===== config.mk =====
export PLATFORM = sky130hd
export DESIGN_NAME = sdram_arbiter_flat
export DESIGN_NICKNAME = d
export VERILOG_FILES = /design/src/rtl/sdram_arb_pkg.sv /design/src/rtl/sdram_arbiter_if.sv /design/src/rtl/sdram_arb_rr.sv /design/src/rtl/sdram_arbiter.sv /design/src/flat_wrapper.sv
export SDC_FILE = /design/constraint.sdc
export NUM_CORES = 1
export LEC_CHECK = 0
export CAP_MARGIN = 20
export CORE_UTILIZATION = 44
export CTS_CLUSTER_SIZE = 40
export DETAILED_ROUTE_END_ITERATION = 8
export MAX_ROUTING_LAYER = met4
export PLACE_DENSITY = 0.91
export SYNTH_ARGS = -nofsm -noshare
export SYNTH_HDL_FRONTEND = slang
export SYNTH_SLANG_ARGS = --single-unit
export TNS_END_PERCENT = 20

===== constraint.sdc =====
create_clock -name clk -period 4.9 [get_ports clk]
set_clock_uncertainty 0.2 [all_clocks]
set_input_delay 0.98 -clock clk [delete_from_list [all_inputs] [get_ports clk]]
set_output_delay 0.98 -clock clk [all_outputs]
set_load 0.005 [all_outputs]

===== src/rtl/sdram_arb_pkg.sv =====
// Shared encodings for the two-port SDRAM request arbiter.
package sdram_arb_pkg;

  localparam int unsigned DEF_ADDR_W = 22;
  localparam int unsigned DEF_DATA_W = 16;

  typedef enum logic [1:0] {
    IDLE  = 2'd0,
    ISSUE = 2'd1,
    GAP   = 2'd2
  } arb_state_e;

  localparam logic OP_READ  = 1'b0;
  localparam logic OP_WRITE = 1'b1;

  localparam logic PORT0 = 1'b0;
  localparam logic PORT1 = 1'b1;

endpackage


===== src/rtl/sdram_arbiter_if.sv =====
// Requester-side port bundle and controller-side sys_* bundle for the SDRAM arbiter.
interface sdram_port_if #(
  parameter int unsigned ADDR_W = sdram_arb_pkg::DEF_ADDR_W,
  parameter int unsigned DATA_W = sdram_arb_pkg::DEF_DATA_W
) ();
  logic              write_rq;
  logic              read_rq;
  logic [ADDR_W-1:0] addr;
  logic [DATA_W-1:0] wdata;
  logic              ack;
  logic [DATA_W-1:0] rdata;

  // master = requester, slave = arbiter
  modport master (output write_rq, read_rq, addr, wdata, input ack, rdata);
  modport slave  (input write_rq, read_rq, addr, wdata, output ack, rdata);
endinterface

interface sdram_sys_if #(
  parameter int unsigned ADDR_W = sdram_arb_pkg::DEF_ADDR_W,
  parameter int unsigned DATA_W = sdram_arb_pkg::DEF_DATA_W
) ();
  logic [ADDR_W-1:0] sys_addr;
  logic [DATA_W-1:0] sys_data_to_sdram;
  logic [DATA_W-1:0] sys_data_from_sdram;
  logic              sys_write_rq;
  logic              sys_read_rq;
  logic              sys_write_done;
  logic              sys_data_from_sdram_valid;

  // master = arbiter, slave = SDRAM controller
  modport master (output sys_addr, sys_data_to_sdram, sys_write_rq, sys_read_rq,
                  input sys_data_from_sdram, sys_write_done, sys_data_from_sdram_valid);
  modport slave  (input sys_addr, sys_data_to_sdram, sys_write_rq, sys_read_rq,
                  output sys_data_from_sdram, sys_write_done, sys_data_from_sdram_valid);
endinterface


===== src/rtl/sdram_arb_rr.sv =====
// Two-way winner picker: round-robin on ties, or port 0 always wins when FIXED_PRIORITY.
module sdram_arb_rr
  import sdram_arb_pkg::*;
#(
  parameter bit FIXED_PRIORITY = 1'b0
) (
  input  logic [1:0] i_active,
  input  logic       i_last,
  output logic       o_win_c,
  output logic       o_valid_c
);

  assign o_valid_c = |i_active;

  always_comb begin
    o_win_c = PORT0;
    if (&i_active) begin
      o_win_c = FIXED_PRIORITY ? PORT0 : ~i_last;
    end else if (i_active[1]) begin
      o_win_c = PORT1;
    end
  end

endmodule


===== src/rtl/sdram_arbiter.sv =====
// Shares the SDRAM controller sys_* port between two requesters (IDLE -> ISSUE -> GAP).
// Optional watchdog abort in ISSUE is enabled by defining SDRAM_ARB_TIMEOUT_EN.
module sdram_arbiter
  import sdram_arb_pkg::*;
#(
  parameter int unsigned ADDR_W         = DEF_ADDR_W,
  parameter int unsigned DATA_W         = DEF_DATA_W,
  parameter bit          FIXED_PRIORITY = 1'b0,
  parameter int unsigned TIMEOUT_CYCLES = 1023
) (
  input  logic         clk,
  input  logic         reset,
  sdram_port_if.slave  p0,
  sdram_port_if.slave  p1,
  sdram_sys_if.master  sys,
  output logic         timeout_err
);

  arb_state_e        r_state, w_state_nxt;
  logic              r_wr, w_wr_nxt, r_rd, w_rd_nxt;
  logic [ADDR_W-1:0] r_addr, w_addr_nxt;
  logic [DATA_W-1:0] r_data, w_data_nxt;
  logic [DATA_W-1:0] r_rdata0, w_rdata0_nxt, r_rdata1, w_rdata1_nxt;
  logic              r_op, w_op_nxt, r_win, w_win_nxt, r_last, w_last_nxt;
  logic [1:0]        r_ack, w_ack_nxt;

  logic [1:0]        w_active;
  logic              w_win, w_valid, w_rsp, w_sel_wr;
  logic [ADDR_W-1:0] w_sel_addr;
  logic [DATA_W-1:0] w_sel_wdata;

`ifdef SDRAM_ARB_TIMEOUT_EN
  localparam int unsigned CNT_W = $clog2(TIMEOUT_CYCLES + 1);
  logic [CNT_W-1:0]  r_cnt, w_cnt_nxt;
  logic              r_tout, w_tout_nxt;
`endif

  assign w_active = {p1.write_rq | p1.read_rq, p0.write_rq | p0.read_rq};

  sdram_arb_rr #(.FIXED_PRIORITY(FIXED_PRIORITY)) u_rr (
    .i_active  (w_active),
    .i_last    (r_last),
    .o_win_c   (w_win),
    .o_valid_c (w_valid)
  );

  assign w_sel_wr    = (w_win == PORT1) ? p1.write_rq : p0.write_rq;
  assign w_sel_addr  = (w_win == PORT1) ? p1.addr     : p0.addr;
  assign w_sel_wdata = (w_win == PORT1) ? p1.wdata    : p0.wdata;

  // Only the response matching the latched op completes the command
  assign w_rsp = (r_op == OP_WRITE) ? sys.sys_write_done : sys.sys_data_from_sdram_valid;

  always_comb begin
    w_state_nxt  = r_state;
    w_wr_nxt     = r_wr;
    w_rd_nxt     = r_rd;
    w_addr_nxt   = r_addr;
    w_data_nxt   = r_data;
    w_op_nxt     = r_op;
    w_win_nxt    = r_win;
    w_last_nxt   = r_last;
    w_ack_nxt    = 2'b00;
    w_rdata0_nxt = r_rdata0;
    w_rdata1_nxt = r_rdata1;
`ifdef SDRAM_ARB_TIMEOUT_EN
    w_cnt_nxt    = r_cnt;
    w_tout_nxt   = 1'b0;
`endif
    case (r_state)
      IDLE: begin
        if (w_valid) begin
          w_state_nxt = ISSUE;
          w_win_nxt   = w_win;
          w_addr_nxt  = w_sel_addr;
          w_data_nxt  = w_sel_wdata;
          w_op_nxt    = w_sel_wr ? OP_WRITE : OP_READ;
          w_wr_nxt    = w_sel_wr;
          w_rd_nxt    = ~w_sel_wr;
`ifdef SDRAM_ARB_TIMEOUT_EN
          w_cnt_nxt   = '0;
`endif
        end
      end
      ISSUE: begin
        if (w_rsp) begin
          w_wr_nxt         = 1'b0;
          w_rd_nxt         = 1'b0;
          w_ack_nxt[r_win] = 1'b1;
          w_last_nxt       = r_win;
          w_state_nxt      = GAP;
          if (r_op == OP_READ) begin
            if (r_win == PORT1) w_rdata1_nxt = sys.sys_data_from_sdram;
            else                w_rdata0_nxt = sys.sys_data_from_sdram;
          end
        end
`ifdef SDRAM_ARB_TIMEOUT_EN
        else if (r_cnt == CNT_W'(TIMEOUT_CYCLES - 1)) begin
          w_wr_nxt         = 1'b0;
          w_rd_nxt         = 1'b0;
          w_ack_nxt[r_win] = 1'b1;
          w_last_nxt       = r_win;
          w_tout_nxt       = 1'b1;
          w_state_nxt      = GAP;
        end else begin
          w_cnt_nxt = r_cnt + CNT_W'(1);
        end
`endif
      end
      GAP:     w_state_nxt = IDLE;
      default: w_state_nxt = IDLE;
    endcase
  end

  always_ff @(posedge clk) begin
    if (!reset) begin
      r_state  <= IDLE;
      r_wr     <= 1'b0;
      r_rd     <= 1'b0;
      r_addr   <= '0;
      r_data   <= '0;
      r_op     <= OP_READ;
      r_win    <= PORT0;
      r_last   <= PORT1;
      r_ack    <= 2'b00;
      r_rdata0 <= '0;
      r_rdata1 <= '0;
`ifdef SDRAM_ARB_TIMEOUT_EN
      r_cnt    <= '0;
      r_tout   <= 1'b0;
`endif
    end else begin
      r_state  <= w_state_nxt;
      r_wr     <= w_wr_nxt;
      r_rd     <= w_rd_nxt;
      r_addr   <= w_addr_nxt;
      r_data   <= w_data_nxt;
      r_op     <= w_op_nxt;
      r_win    <= w_win_nxt;
      r_last   <= w_last_nxt;
      r_ack    <= w_ack_nxt;
      r_rdata0 <= w_rdata0_nxt;
      r_rdata1 <= w_rdata1_nxt;
`ifdef SDRAM_ARB_TIMEOUT_EN
      r_cnt    <= w_cnt_nxt;
      r_tout   <= w_tout_nxt;
`endif
    end
  end

  assign sys.sys_addr          = r_addr;
  assign sys.sys_data_to_sdram = r_data;
  assign sys.sys_write_rq      = r_wr;
  assign sys.sys_read_rq       = r_rd;
  assign p0.ack                = r_ack[0];
  assign p1.ack                = r_ack[1];
  assign p0.rdata              = r_rdata0;
  assign p1.rdata              = r_rdata1;

`ifdef SDRAM_ARB_TIMEOUT_EN
  assign timeout_err = r_tout;
`else
  logic w_unused_timeout;
  assign w_unused_timeout = (TIMEOUT_CYCLES == 0);
  assign timeout_err      = 1'b0;
`endif

endmodule


===== src/flat_wrapper.sv =====
// flat-port wrapper written by rule: the top's interface ports become plain ports
module sdram_arbiter_flat import sdram_arb_pkg::*;
#(
  parameter int unsigned ADDR_W         = DEF_ADDR_W,
  parameter int unsigned DATA_W         = DEF_DATA_W,
  parameter bit          FIXED_PRIORITY = 1'b0,
  parameter int unsigned TIMEOUT_CYCLES = 1023
)
  (clk, reset, timeout_err, p0_write_rq, p0_read_rq, p0_addr, p0_wdata, p0_ack, p0_rdata, p1_write_rq, p1_read_rq, p1_addr, p1_wdata, p1_ack, p1_rdata, sys_sys_addr, sys_sys_data_to_sdram, sys_sys_write_rq, sys_sys_read_rq, sys_sys_data_from_sdram, sys_sys_write_done, sys_sys_data_from_sdram_valid);
  sdram_port_if #(.ADDR_W(ADDR_W), .DATA_W(DATA_W)) p0_i ();
  sdram_port_if #(.ADDR_W(ADDR_W), .DATA_W(DATA_W)) p1_i ();
  sdram_sys_if #(.ADDR_W(ADDR_W), .DATA_W(DATA_W)) sys_i ();
  input  logic clk;
  input  logic reset;
  output logic timeout_err;
  input wire logic [$bits(p0_i.write_rq)-1:0] p0_write_rq;
  input wire logic [$bits(p0_i.read_rq)-1:0] p0_read_rq;
  input wire logic [$bits(p0_i.addr)-1:0] p0_addr;
  input wire logic [$bits(p0_i.wdata)-1:0] p0_wdata;
  output wire logic [$bits(p0_i.ack)-1:0] p0_ack;
  output wire logic [$bits(p0_i.rdata)-1:0] p0_rdata;
  input wire logic [$bits(p1_i.write_rq)-1:0] p1_write_rq;
  input wire logic [$bits(p1_i.read_rq)-1:0] p1_read_rq;
  input wire logic [$bits(p1_i.addr)-1:0] p1_addr;
  input wire logic [$bits(p1_i.wdata)-1:0] p1_wdata;
  output wire logic [$bits(p1_i.ack)-1:0] p1_ack;
  output wire logic [$bits(p1_i.rdata)-1:0] p1_rdata;
  output wire logic [$bits(sys_i.sys_addr)-1:0] sys_sys_addr;
  output wire logic [$bits(sys_i.sys_data_to_sdram)-1:0] sys_sys_data_to_sdram;
  output wire logic [$bits(sys_i.sys_write_rq)-1:0] sys_sys_write_rq;
  output wire logic [$bits(sys_i.sys_read_rq)-1:0] sys_sys_read_rq;
  input wire logic [$bits(sys_i.sys_data_from_sdram)-1:0] sys_sys_data_from_sdram;
  input wire logic [$bits(sys_i.sys_write_done)-1:0] sys_sys_write_done;
  input wire logic [$bits(sys_i.sys_data_from_sdram_valid)-1:0] sys_sys_data_from_sdram_valid;
  assign p0_i.write_rq = p0_write_rq;
  assign p0_i.read_rq = p0_read_rq;
  assign p0_i.addr = p0_addr;
  assign p0_i.wdata = p0_wdata;
  assign p0_ack = p0_i.ack;
  assign p0_rdata = p0_i.rdata;
  assign p1_i.write_rq = p1_write_rq;
  assign p1_i.read_rq = p1_read_rq;
  assign p1_i.addr = p1_addr;
  assign p1_i.wdata = p1_wdata;
  assign p1_ack = p1_i.ack;
  assign p1_rdata = p1_i.rdata;
  assign sys_sys_addr = sys_i.sys_addr;
  assign sys_sys_data_to_sdram = sys_i.sys_data_to_sdram;
  assign sys_sys_write_rq = sys_i.sys_write_rq;
  assign sys_sys_read_rq = sys_i.sys_read_rq;
  assign sys_i.sys_data_from_sdram = sys_sys_data_from_sdram;
  assign sys_i.sys_write_done = sys_sys_write_done;
  assign sys_i.sys_data_from_sdram_valid = sys_sys_data_from_sdram_valid;
  sdram_arbiter #(.ADDR_W(ADDR_W), .DATA_W(DATA_W), .FIXED_PRIORITY(FIXED_PRIORITY), .TIMEOUT_CYCLES(TIMEOUT_CYCLES)) u_core (.clk(clk), .reset(reset), .p0(p0_i), .p1(p1_i), .sys(sys_i), .timeout_err(timeout_err));
endmodule

Yosys cells after proc, flatten, opt, wreduce, memory -nomap -nowiden. Index checks and enable logic that the tools add are counted.

Order comparisons: 2. Eq/ne operators: 3. Muxes and demuxes: 17. Bitwise logic cells: 6. Reductions and logical operators: 12.

Operator list (number): 22-bit two-way mux (1); 16-bit two-way mux (1); 1-bit two-way mux (9); 2-bit AND reduction (4); 4-bit AND reduction (2); 3-bit AND reduction (2); 2-bit two-way mux (2); 1-bit inverter (4); 1-bit case mux with 2 select lines (2); 2-bit case mux with 2 select lines (1); 2-bit by 1-bit == test with 1-bit output, second input constant (1); 2-bit zero test (1); 1-bit by 2-bit less-than comparator with 1-bit output, second input constant (1); 2-bit by 1-bit inequality test with 1-bit output, second input constant (1); 2-bit inequality test, second input constant (1); 1-bit bitwise OR (2); 2-bit nonzero test (1); 2-bit OR reduction (1); 1-bit demux with 1-bit select (1); 1-bit greater-or-equal comparator, second input constant (1); 1-bit logical AND (1).

Flip-flop bits (word level): 79. Input port bits: 100. Output and inout bits: 75.

Longest topological paths before layout. Gate-level depths: netlist of run 1.

Depth after elaboration: 7. Depth in mapped cells: 5. Depth with buffers taken out: 3.

Modules after synthesis. A second synthesis of run 1 with hierarchy kept.

Cells, all modules: 332. Area total of the unflattened synthesis: 3377.0 µm².

Modules (own cells, without submodules): sdram_arbiter (times used 1, cells an instance 330, area each 3363.2 µm²); sdram_arb_rr (times used 1, cells an instance 2, area each 13.8 µm²).

Least setup slack after synthesis of run 1. No wires, ideal clock.

Kind: input port to flip-flop. From: input port p0_write_rq. To: register u_core.r_addr[10], in the netlist u_core.sys.sys_addr[10]. Data arrival time: 1985 ps. Required time: 4556 ps. Slack: 2571 ps. Stages on the path: 5. Buffers on the path: 2. Cell sequence: or4_4 > buf_6 > buf_6 > a21oi_2 > a311oi_2.

Word-level cells in the longest chain between the ends: 4. Elaborated cells between the ends (all ways): 6. Those cells by class: mux: 2; bitwise: 1; reduce/logical: 3.

Ends and longest elaborated chain: from (decl) (line flat_wrapper.sv:16) `input wire logic [$bits(p0_i.write_rq)-1:0] p0_write_rq;`; 1-bit bitwise OR * (line sdram_arbiter.sv:38) `assign w_active = {p1.write_rq | p1.read_rq, p0.write_rq | p0.read_rq};`; 2-bit AND reduction (line sdram_arb_rr.sv:17) `if (&i_active) begin`; 1-bit two-way mux (line sdram_arb_rr.sv:17); 22-bit two-way mux (line sdram_arbiter.sv:48) `assign w_sel_addr = (w_win == PORT1) ? p1.addr : p0.addr;`; to (signal assigned) (line sdram_arbiter.sv:136) `r_addr <= w_addr_nxt;`; to (decl) (line sdram_arbiter.sv:21) `logic [ADDR_W-1:0] r_addr, w_addr_nxt;`.

Mark *: on every way between the ends. The rest lies on a longest branch, timed or not. A chain may end at the register's enable or synchronous reset.

Worst setup path in the final report of run 1.
From: input port p0_write_rq. To: register u_core.r_addr[4], in the netlist u_core.sys.sys_addr[4].

Same word-level chain as after synthesis.

==> metrics.md, run 1 <==
| Metric | Value |
|---|---|
| Status | `finished, final reports clean` |
| Die ar. | `0.00840 mm²` |
| WHS | `0.278 ns` |
| Met2 wire length | `5730 µm` |
| CTS root buf | `clkbuf_8` |
| CTS max path bufs | `2` |
| Pwr Density | `318 mW/mm²` |
| Slew Viols, Final | `0` |
| Final Hold Viols | `0` |
| # DRC | `0` |
| Hold crit path type | `register to register` |
| VDD IR max | `0.000150 V` |
| Syn_nets | `515` |
| Diode count | `0` |
| # hold bufs at CTS | `0` |
| CTS resizes | `0` |
| Detail Route Antenna Nets | `0` |
| Nets | `655` |
| Vias in the first global route | `3745` |
| Crit-path max FO | `28` |
| Yosys Warn Count | `0` |
| Pleak | `0.00182 µW` |
| Final WL | `11500 µm` |
| I/O pins | `175` |
| Number of flops mapped to enable cells by yosys | `0` |
| CP cell instances | `clkdlybuf4s50_1 > o21ai_2 > buf_4 > nand3_1 > a311oi_2` |
| Clock-pin slew on the worst setup and hold paths | `0.08 ns` |
| RSZ-0062 raised after global routing | `false` |
| Synth Flop Type | `dfxtp_1` |
| Largest net degree at the start of global routing | `55` |
| Flop-to-flop setup slack | `2.71 ns` |
| Site Rows | `32` |
| Core Region | `0.00777 mm²` |
| CP max stage cell | `clkdlybuf4s50_1` |
| Vias per inst | `6.01` |
| Die width | `91.7 µm` |
| Crit path largest cell delay | `0.54 ns` |
| Hpwl dp | `7740 µm` |
| Critical Path AT | `2.98 ns` |
| Fill cells | `590` |
| Reg2Reg Launch Point | `u_core.r_state[1]` |
| DR WL/cell | `17.3 µm` |
| End of the worst register-to-register path | `u_core.sys.sys_addr[4]` |
| Post-synth ARST share | `0%` |
| Skew-Pair Late Insertion Delay | `0.34 ns` |
| Post-CTS Setup Repair Bufs | `0` |
| Max Clk Rate | `340 MHz` |
| Initial Utilization | `45.6%` |
| Hold Path Sink | `u_core.p1.rdata[12]` |
| Chip height | `91.7 µm` |
| Crit share post-route | `60.0%` |
| Met3 Routed Length | `1080 µm` |
| GRT overflow | `0` |
| Initial DRT Pass Iterations | `4` |
| Sum of negative setup slack | `0 ns` |
| Syn-to-layout area delta | `55.9%` |
| Worst setup SP type | `primary input` |
| Total of max-cap violations | `0` |
| CTS Buf Count | `9` |
| Crit path capture type | `register` |
| Initial antenna violation count | `0` |
| Final Setup Violations | `0` |
| Worst Path Required | `4.94 ns` |
| Worst hold stages | `2` |
| PortBufs | `173` |
| Detailed-route via count | `3981` |
| Top Metal Used | `met4` |
| Final GP Congestion | `0.824` |
| Met1 wire length | `4410 µm` |
| Syn Area/Cell | `8.53 µm²` |
| Post-Syn Instances | `415` |
| Slew headroom | `27.3%` |
| Detailed Route Iter0 Violations | `226` |
| # H-tree levels | `3` |
| Critical path type | `primary input to register` |
| Final Util | `71.0%` |
| First-pass GRT wire length | `18400 µm` |
| GR Util All Layers | `28.1%` |
| Final min period | `2.94 ns` |
| Overall power | `1760 µW` |
| Worst Reg-to-Reg Cells | `3` |
| Worst Path Buf+Inv | `2` |
| Worst Max-Slew Pin Slew | `1.09 ns` |
| Clock sink total | `79` |
| Synth cell types | `33` |
| Share of layout cells above drive strength 1 | `9.46%` |
| Register area share after synthesis | `44.7%` |
| Synthesized cell area | `0.00354 mm²` |
| Post-synthesis register bit count | `79` |
| Crit-path leading delay family | `buffers and inverters` |
| HP Start | `u_core.p1.rdata[12]` |
| CTS tree | `yes` |
-- stage by stage --
stage          cells  instance area [µm²]  worst slack (ns)
6_report         662                 5520              1.96
5_1_grt          662                 5520              1.88
4_1_cts          661                 5490              1.92
3_5_place_dp     645                 5250              1.54
3_3_place_gp     644                 5240              1.63
2_1_floorplan    415                 3540              2.57
-- worst register-to-register path: cells and delay by family, from the launching register on --
family | cells | cell delay, ns
AND/OR/NAND/NOR | 2 | 1.17
AO/OA/AOI/OAI | 1 | 0.25
flip-flops | 1 | 0.39
-- cells by family after synthesis --
logic type	after synthesis	synth area share (%)
AO/OA/AOI/OAI	194	34.9
AND/OR/NAND/NOR	87	13.1
flip-flops	79	44.7
buffers and inverters	53	6.89
multiplexers	1	0.283
other	1	0.106
-- worst max-delay path by stage --
| stage | from | end | slack [ns] | cells after the start |
|---|---|---|---|---|
| detailed placement | p0_write_rq | u_core.sys.sys_addr[11] | 1.54 | 4 |
| global route | p0_write_rq | u_core.sys.sys_addr[4] | 1.88 | 5 |
| floorplan | p0_write_rq | u_core.sys.sys_addr[10] | 2.57 | 5 |
| finish | p0_write_rq | u_core.sys.sys_addr[4] | 1.96 | 5 |
| CTS | p0_write_rq | u_core.sys.sys_addr[11] | 1.92 | 4 |
| global placement | p1_write_rq | u_core.sys.sys_addr[4] | 1.63 | 4 |
-- layout make-up --
| type | count | area, µm² | area share [%] |
|---|---|---|---|
| clock inverter | 5 | 88.8 | 1.61 |
| inverter | 2 | 7.51 | 0.136 |
| tap | 102 | 128 | 2.31 |
| sequential | 79 | 1580 | 28.7 |
| timing repair buffer | 180 | 1810 | 32.8 |
| clock buffer | 11 | 151 | 2.74 |
| multi-input combinational | 283 | 1750 | 31.7 |
-- synth_stat cells (2+ instances only) --
master / n / share of area [%]
dfxtp_1: 79 / 45
clkbuf_1: 33 / 3.5
nor4_1: 2 / 0.35
a21oi_1: 65 / 9.2
nor2_1: 3 / 0.32
buf_4: 2 / 0.42
o21ai_1: 13 / 1.8
o21ai_0: 62 / 8.8
nand3_1: 71 / 10
nand2b_1: 3 / 0.53
a311oi_1: 28 / 6.9
buf_2: 12 / 1.7
a311oi_2: 10 / 4.2
buf_6: 3 / 0.95
or2_2: 2 / 0.35
o221ai_1: 2 / 0.50
a21oi_2: 9 / 2.2
-- state kept, by name, indices dropped and copies added (netlist names) --
name,count
u_core.r_win,1
u_core.r_op,1
u_core.sys.sys_data_to_sdram,16
u_core.sys.sys_read_rq,1
u_core.p0.rdata,16
u_core.r_ack,2
u_core.p1.rdata,16
u_core.r_state,2
u_core.r_last,1
u_core.sys.sys_addr,22
u_core.sys.sys_write_rq,1
-- cell usage in the layout, fill, tap and decap left out, drive strengths merged, types with 3 or more instances in the layout --
cell             n
nand2b           3
nand3           71
a311oi          38
nor4             3
buf              7
dfxtp           79
nor2             3
clkbuf          11
clkdlybuf4s50  173
o21ai           75
a21oi           74
inv              3
-- report_power, final --
group / switching [µW] / internal, µW
Clock: 246 / 320
Combinational: 209 / 242
Sequential: 37.8 / 700
Total: 493 / 1260
-- metal layers --
metal | vias up | track usage [%]
met3 | 22 | 4.89
met1 | 1875 | 35.5
met2 | 233 | 45.6
li1 | 1851 | -
met5 | - | -
met4 | 0 | 9.66
No activity file was read; power rests on OpenSTA's default activity.
==> run 2: changes to the inputs <==
Settings changed: CORE_UTILIZATION 44 to 40, PLACE_DENSITY 0.91 to 0.84.
Clock period 4.9 ns to 2.9 ns, I/O delays scaled along.
==> run 2 against run 1 <==
Clock-buffer cell count unchanged; final cell count increased by 1.2%; first-iteration DRC count shrank 18%; clock power grew 45%; sequential share of layout area grew 0.052 points; critical path depth down 1; combinational power grew 70%.
==> metrics.md, run 2 (same netlist as run 1, synthesis figures left out) <==
| Metric | Value |
|---|---|
| Post-CTS Setup Repair Bufs | `0 (unchanged)` |
| Initial antenna violation count | `0 (unchanged)` |
| Highest-count cells in the layout ignoring fill and taps | `173 x clkdlybuf4s50_1, 79 x dfxtp_1, 71 x nand3_1` |
| Reg2Reg Launch Point | `u_core.r_state[1]` |
| # hold bufs at CTS | `0 (unchanged)` |
| Diode count | `0 (unchanged)` |
| Design area | `0.00551 mm² (-0.18%)` |
| Detail Route Antenna Nets | `0 (unchanged)` |
| Placed cell areas | `0.00531 mm² (+1.2%)` |
| Vias in the first global route | `3697 (-1.3%)` |
| Worst Reg-to-Reg Cells | `3 (unchanged)` |
| VDD IR max | `0.000292 V (+95%)` |
| Crit path largest cell delay | `0.76 ns (+0.22 ns)` |
| Hold Path Sink | `u_core.p0.rdata[1]` |
| Skew-Pair Late Insertion Delay | `0.34 ns (about the same)` |
| Crit share post-route | `82.1%` |
| Worst hold stages | `2 (unchanged)` |
| # H-tree levels | `3 (unchanged)` |
| Vias per inst | `5.90 (-1.9%)` |
| RSZ-0062 raised after global routing | `false` |
| WHS | `0.277 ns (-0.00140 ns)` |
| Core Region | `0.00838 mm² (+7.9%)` |
| Met1 wire length | `4530 µm (+2.7%)` |
| Hpwl dp | `7880 µm (+1.7%)` |
| Top Metal Used | `met4` |
| Pleak | `0.00182 µW (+0.38%)` |
| Crit-path max FO | `38 (+36%)` |
| CTS max path bufs | `2 (unchanged)` |
| Nets | `661 (+0.92%)` |
| Detailed Route Iter0 Violations | `186 (-18%)` |
| Total of max-cap violations | `0 (unchanged)` |
| Final GP Congestion | `0.802 (-2.7%)` |
| Commonest non-fill, non-tap cell in the layout | `clkdlybuf4s50_1` |
| Share of layout cells above drive strength 1 | `10.3% (+0.80 points)` |
| First-pass GRT wire length | `17600 µm (-4.0%)` |
| Met3 Routed Length | `1010 µm (-5.9%)` |
| CTS root buf | `clkbuf_8` |
| Final min period | `2.38 ns` |
| # DRC | `0 (unchanged)` |
| Max Clk Rate | `420 MHz` |
| Met2 wire length | `5620 µm (-2.0%)` |
| Largest net degree at the start of global routing | `40 (-27%)` |
| Chip height | `96.1 µm (+4.8%)` |
| Clock sink total | `79 (unchanged)` |
| Final WL | `11500 µm (about the same)` |
| Pwr Density | `515 mW/mm² (+62%)` |
| End of the worst register-to-register path | `u_core.sys.sys_addr[0]` |
| Initial DRT Pass Iterations | `7 (+3)` |
| DR WL/cell | `17.1 µm (-1.2%)` |
| Critical Path AT | `2.33 ns (-0.65 ns)` |
| Sum of negative setup slack | `0 ns (unchanged)` |
| Slew Viols, Final | `0 (unchanged)` |
| I/O pins | `175 (unchanged)` |
| Worst Path Required | `2.85 ns (-2.09 ns)` |
| Largest register FFs | `22 (unchanged)` |
| GRT overflow | `0 (unchanged)` |
| Flop-to-flop setup slack | `0.69 ns (-2.02 ns)` |
| Syn-to-layout area delta | `55.7%` |
| GR Util All Layers | `25.4% (-2.7 points)` |
| CP cell instances | `clkdlybuf4s50_1 > nor4_2 > nor2_4 > a311oi_1` |
| Crit path capture type | `register` |
| Slew headroom | `33.3% (+5.9 points)` |
| Fin cells | `670 (+1.2%)` |
| Final Setup Violations | `0 (unchanged)` |
| Worst Max-Slew Pin Slew | `0.998 ns (-0.0890 ns)` |
| Final Hold Viols | `0 (unchanged)` |
| CP max stage cell | `nor2_4` |
| CTS tree | `yes` |
| Die ar. | `0.00923 mm² (+9.8%)` |
| Detailed-route via count | `3954 (-0.68%)` |
| CTS resizes | `0 (unchanged)` |
| Placed Cells | `655 (+1.6%)` |
| PortBufs | `173 (unchanged)` |
| Status | `finished, final reports clean` |
| Site Rows | `33 (+3.1%)` |
| Initial Utilization | `42.2% (-3.3 points)` |
| HP Start | `u_core.p0.rdata[1]` |
| Worst setup SP type | `primary input` |
| Die width | `96.1 µm (+4.8%)` |
| Clock-pin slew on the worst setup and hold paths | `0.08 ns (about the same)` |
| CTS Buf Count | `9 (unchanged)` |
| Critical path type | `primary input to register` |
| Hold crit path type | `register to register` |
-- run 2: metrics by stage --
step                worst slack [ns]  utilization, %  total power (µW)
floorplan                      0.971               -              1610
global placement               0.273            63.4              2010
detailed placement             0.200            63.4              2030
CTS                            0.568            65.7              2840
global route                   0.429            65.7              2960
finish                         0.519            65.7              2830
-- run 2: final cells by class --
cell class | count | area (µm²)
multi-input cells | 283 | 1750
inverters | 2 | 7.51
clock buffers | 11 | 151
flip-flops and latches | 79 | 1580
well taps | 105 | 131
clock inverters | 4 | 45.0
fillers | 691 | 2870
repair buffers | 186 | 1840
-- run 2: where the power goes --
part	internal, µW	switching, µW
Clock	436	386
Combinational	411	354
Sequential	1180	62.8
-- run 2: worst max path at each step --
stage	start	to	slack, ns	depth (start not counted)
floorplan	p0_write_rq	u_core.sys.sys_addr[10]	0.97	5
global placement	p0_write_rq	u_core.sys.sys_addr[3]	0.27	4
detailed placement	p0_write_rq	u_core.sys.sys_addr[0]	0.20	4
CTS	p1_write_rq	u_core.sys.sys_addr[0]	0.57	4
global route	p0_write_rq	u_core.sys.sys_addr[0]	0.43	4
finish	p1_write_rq	u_core.sys.sys_addr[0]	0.52	4
-- run 2: critical path: cells and delay by family --
family	cells	cell delay [ns]
buffers and inverters	1	0.59
AOI/OAI and AO/OA	1	0.25
and+or+nand+nor	2	0.88
-- run 2: per-layer routing --
layer,vias up,global-route usage [%]
met5,-,-
met4,0,10.4
met3,28,5.37
met2,212,41.8
met1,1853,30.1
li1,1861,-
==> run 3: changes to the inputs <==
Clock period 2.9 ns to 2.3 ns, I/O delays scaled along.
==> run 3 against run 2 <==
Combinational power grew 32%; design area grew 3.2%; sequential power grew 26%; routed wire length grew 3.0%; clock-buffer cell count shrank 2; non-clock buffer count grew 10; setup slack lost 0.45 ns; register-to-register slack lost 0.55 ns; critical path type unchanged; largest power group unchanged; critical path depth grew 1.
==> metrics.md, run 3 (same netlist as run 1, synthesis figures left out) <==
| Metric | Value |
|---|---|
| Commonest non-fill, non-tap cell in the layout | `clkdlybuf4s50_1` |
| Worst Max-Slew Pin Slew | `0.993 ns (-0.00537 ns)` |
| Total of max-cap violations | `0 (unchanged)` |
| CTS max path bufs | `2 (unchanged)` |
| Die width | `96.1 µm (unchanged)` |
| Switching part of the total | `28.0% (-0.30 points)` |
| Slew headroom | `33.7% (+0.45 points)` |
| Hold crit path type | `register to register` |
| Share of power burned in registers | `42.9% (-1.1 points)` |
| PortBufs | `173 (unchanged)` |
| First-pass GRT wire length | `18000 µm (+2.0%)` |
| Post-CTS Setup Repair Bufs | `0 (unchanged)` |
| DR WL/cell | `17.3 µm (+1.3%)` |
| Syn-to-layout area delta | `60.6%` |
| # hold bufs at CTS | `0 (unchanged)` |
| Status | `finished, final reports clean` |
| Grt met3 use | `5.06% (-0.32 points)` |
| Met2 usage | `44.3% (+2.4 points)` |
| Skew-Pair Late Insertion Delay | `0.34 ns (about the same)` |
| Crit share post-route | `96.8%` |
| CTS resizes | `0 (unchanged)` |
| Slew Viols, Final | `0 (unchanged)` |
| Nets | `672 (+1.7%)` |
| # DRC | `0 (unchanged)` |
| M1 GR Usage | `30.4% (+0.27 points)` |
| Final WL | `11800 µm (+3.0%)` |
| Highest-count cells in the layout ignoring fill and taps | `173 x clkdlybuf4s50_1, 79 x dfxtp_1, 71 x nand3_1` |
| CTS tree | `yes` |
| Share of layout cells above drive strength 1 | `11.8% (+1.6 points)` |
| Fill cells | `665 (-3.8%)` |
| P_int | `2640 µW (+30%)` |
| Hpwl dp | `7960 µm (+1.1%)` |
| Register Area | `0.00158 mm² (unchanged)` |
| Final Util | `67.8% (+2.1 points)` |
| Crit path capture type | `register` |
| Vias in the first global route | `3824 (+3.4%)` |
| Initial DRT Pass Iterations | `6 (-1)` |
| Multi-input gate area | `0.00176 mm² (+0.36%)` |
| Worst setup SP type | `primary input` |
| Detailed-route via count | `3995 (+1.0%)` |
| Crit-path max FO | `19 (-50%)` |
| Detail Route Antenna Nets | `0 (unchanged)` |
| Core Region | `0.00838 mm² (unchanged)` |
| Final min period | `2.23 ns` |
| Largest register FFs | `22 (unchanged)` |
| GR Util All Layers | `26.0% (+0.55 points)` |
| Clock power share | `29.5% (+0.5 points)` |
| Die ar. | `0.00923 mm² (unchanged)` |
| Fin cells | `681 (+1.6%)` |
| Critical Path AT | `2.20 ns (-0.13 ns)` |
| # H-tree levels | `3 (unchanged)` |
| Initial Utilization | `42.2% (unchanged)` |
| Overall power | `3660 µW (+29%)` |
| Placed Cells | `665 (+1.5%)` |
| Largest net degree at the start of global routing | `43 (+7.5%)` |
| Worst setup margin | `0.0733 ns (-0.446 ns)` |
| Final Setup Violations | `0 (unchanged)` |
| Worst Path Required | `2.27 ns (-0.58 ns)` |
| Critical path type | `primary input to register` |
| VDD IR max | `0.000322 V (+10%)` |
| Clock-pin slew on the worst setup and hold paths | `0.08 ns (about the same)` |
| Vias per inst | `5.87 (-0.60%)` |
| Final Hold Viols | `0 (unchanged)` |
| Busiest layer in global routing | `met2` |
| Switch Pwr | `1030 µW (+28%)` |
| RSZ-0062 raised after global routing | `false` |
| GRT overflow | `0 (unchanged)` |
| CTS root buf | `clkbuf_8` |
| Pleak | `0.00191 µW (+4.5%)` |
| Comb pwr share | `27.5% (+0.5 points)` |
| Pwr Density | `645 mW/mm² (+25%)` |
| Max Clk Rate | `449 MHz` |
| Initial antenna violation count | `0 (unchanged)` |
| Chip height | `96.1 µm (unchanged)` |
| Setup slack after placement | `-0.261 ns (-0.461 ns)` |
| Site Rows | `33 (unchanged)` |
| CTS Buf Count | `9 (unchanged)` |
| Clock sink total | `79 (unchanged)` |
| Detailed Route Iter0 Violations | `166 (-11%)` |
| Final GP Congestion | `0.820 (+2.2%)` |
| I/O pins | `175 (unchanged)` |
-- run 3: worst paths after layout --
check	start	end	slack [ns]	cells past startpoint
max	p1_read_rq	u_core.sys.sys_addr[6]	0.07	5
max reg2reg	u_core.r_state[1]	u_core.sys.sys_addr[6]	0.14	3
min reg2reg	u_core.p1.rdata[8]	u_core.p1.rdata[8]	0.27	2
min	u_core.p1.rdata[8]	u_core.p1.rdata[8]	0.27	2
-- run 3: area by class of cell --
type                            count  share of cell area [%]
Sequential cell                    79                    27.8
Inverter                            2                   0.132
Antenna cell                        1                  0.0440
Timing Repair Buffer              196                    35.3
Multi-Input combinational cell    284                    30.9
Tap cell                          105                    2.31
Clock buffer                        9                    2.18
Clock inverter                      5                    1.32
-- run 3: critical path, cell delays in order --
cell	delay [ns]
clkdlybuf4s50_1	0.54
nor4_2	0.07
buf_4	0.15
nor2_2	0.77
a311oi_2	0.21
-- run 3: power groups by stage --
stage / combinational [µW] / sequential [µW] / clock (µW)
floorplan: 436 / 1600 / 0
global placement: 977 / 1600 / 0
detailed placement: 995 / 1600 / 0
CTS: 1000 / 1570 / 1090
global route: 1080 / 1590 / 1150
finish: 1010 / 1570 / 1080
-- run 3: layer usage --
layer	vias up	part of all wire, %
met4	0	1.8
met1	1866	39
met3	21	9.8
li1	1882	-
met5	-	0
met2	226	50
-- run 3: metrics by stage --
step	area (µm²)	setup TNS (ns)	hold WS (ns)
after floorplan	3540	0	0.270
after global placement	5470	-5.18	0.261
after detailed placement	5470	-8.14	0.267
after CTS	5670	0	0.278
after global routing	5680	0	0.303
final	5680	0	0.274
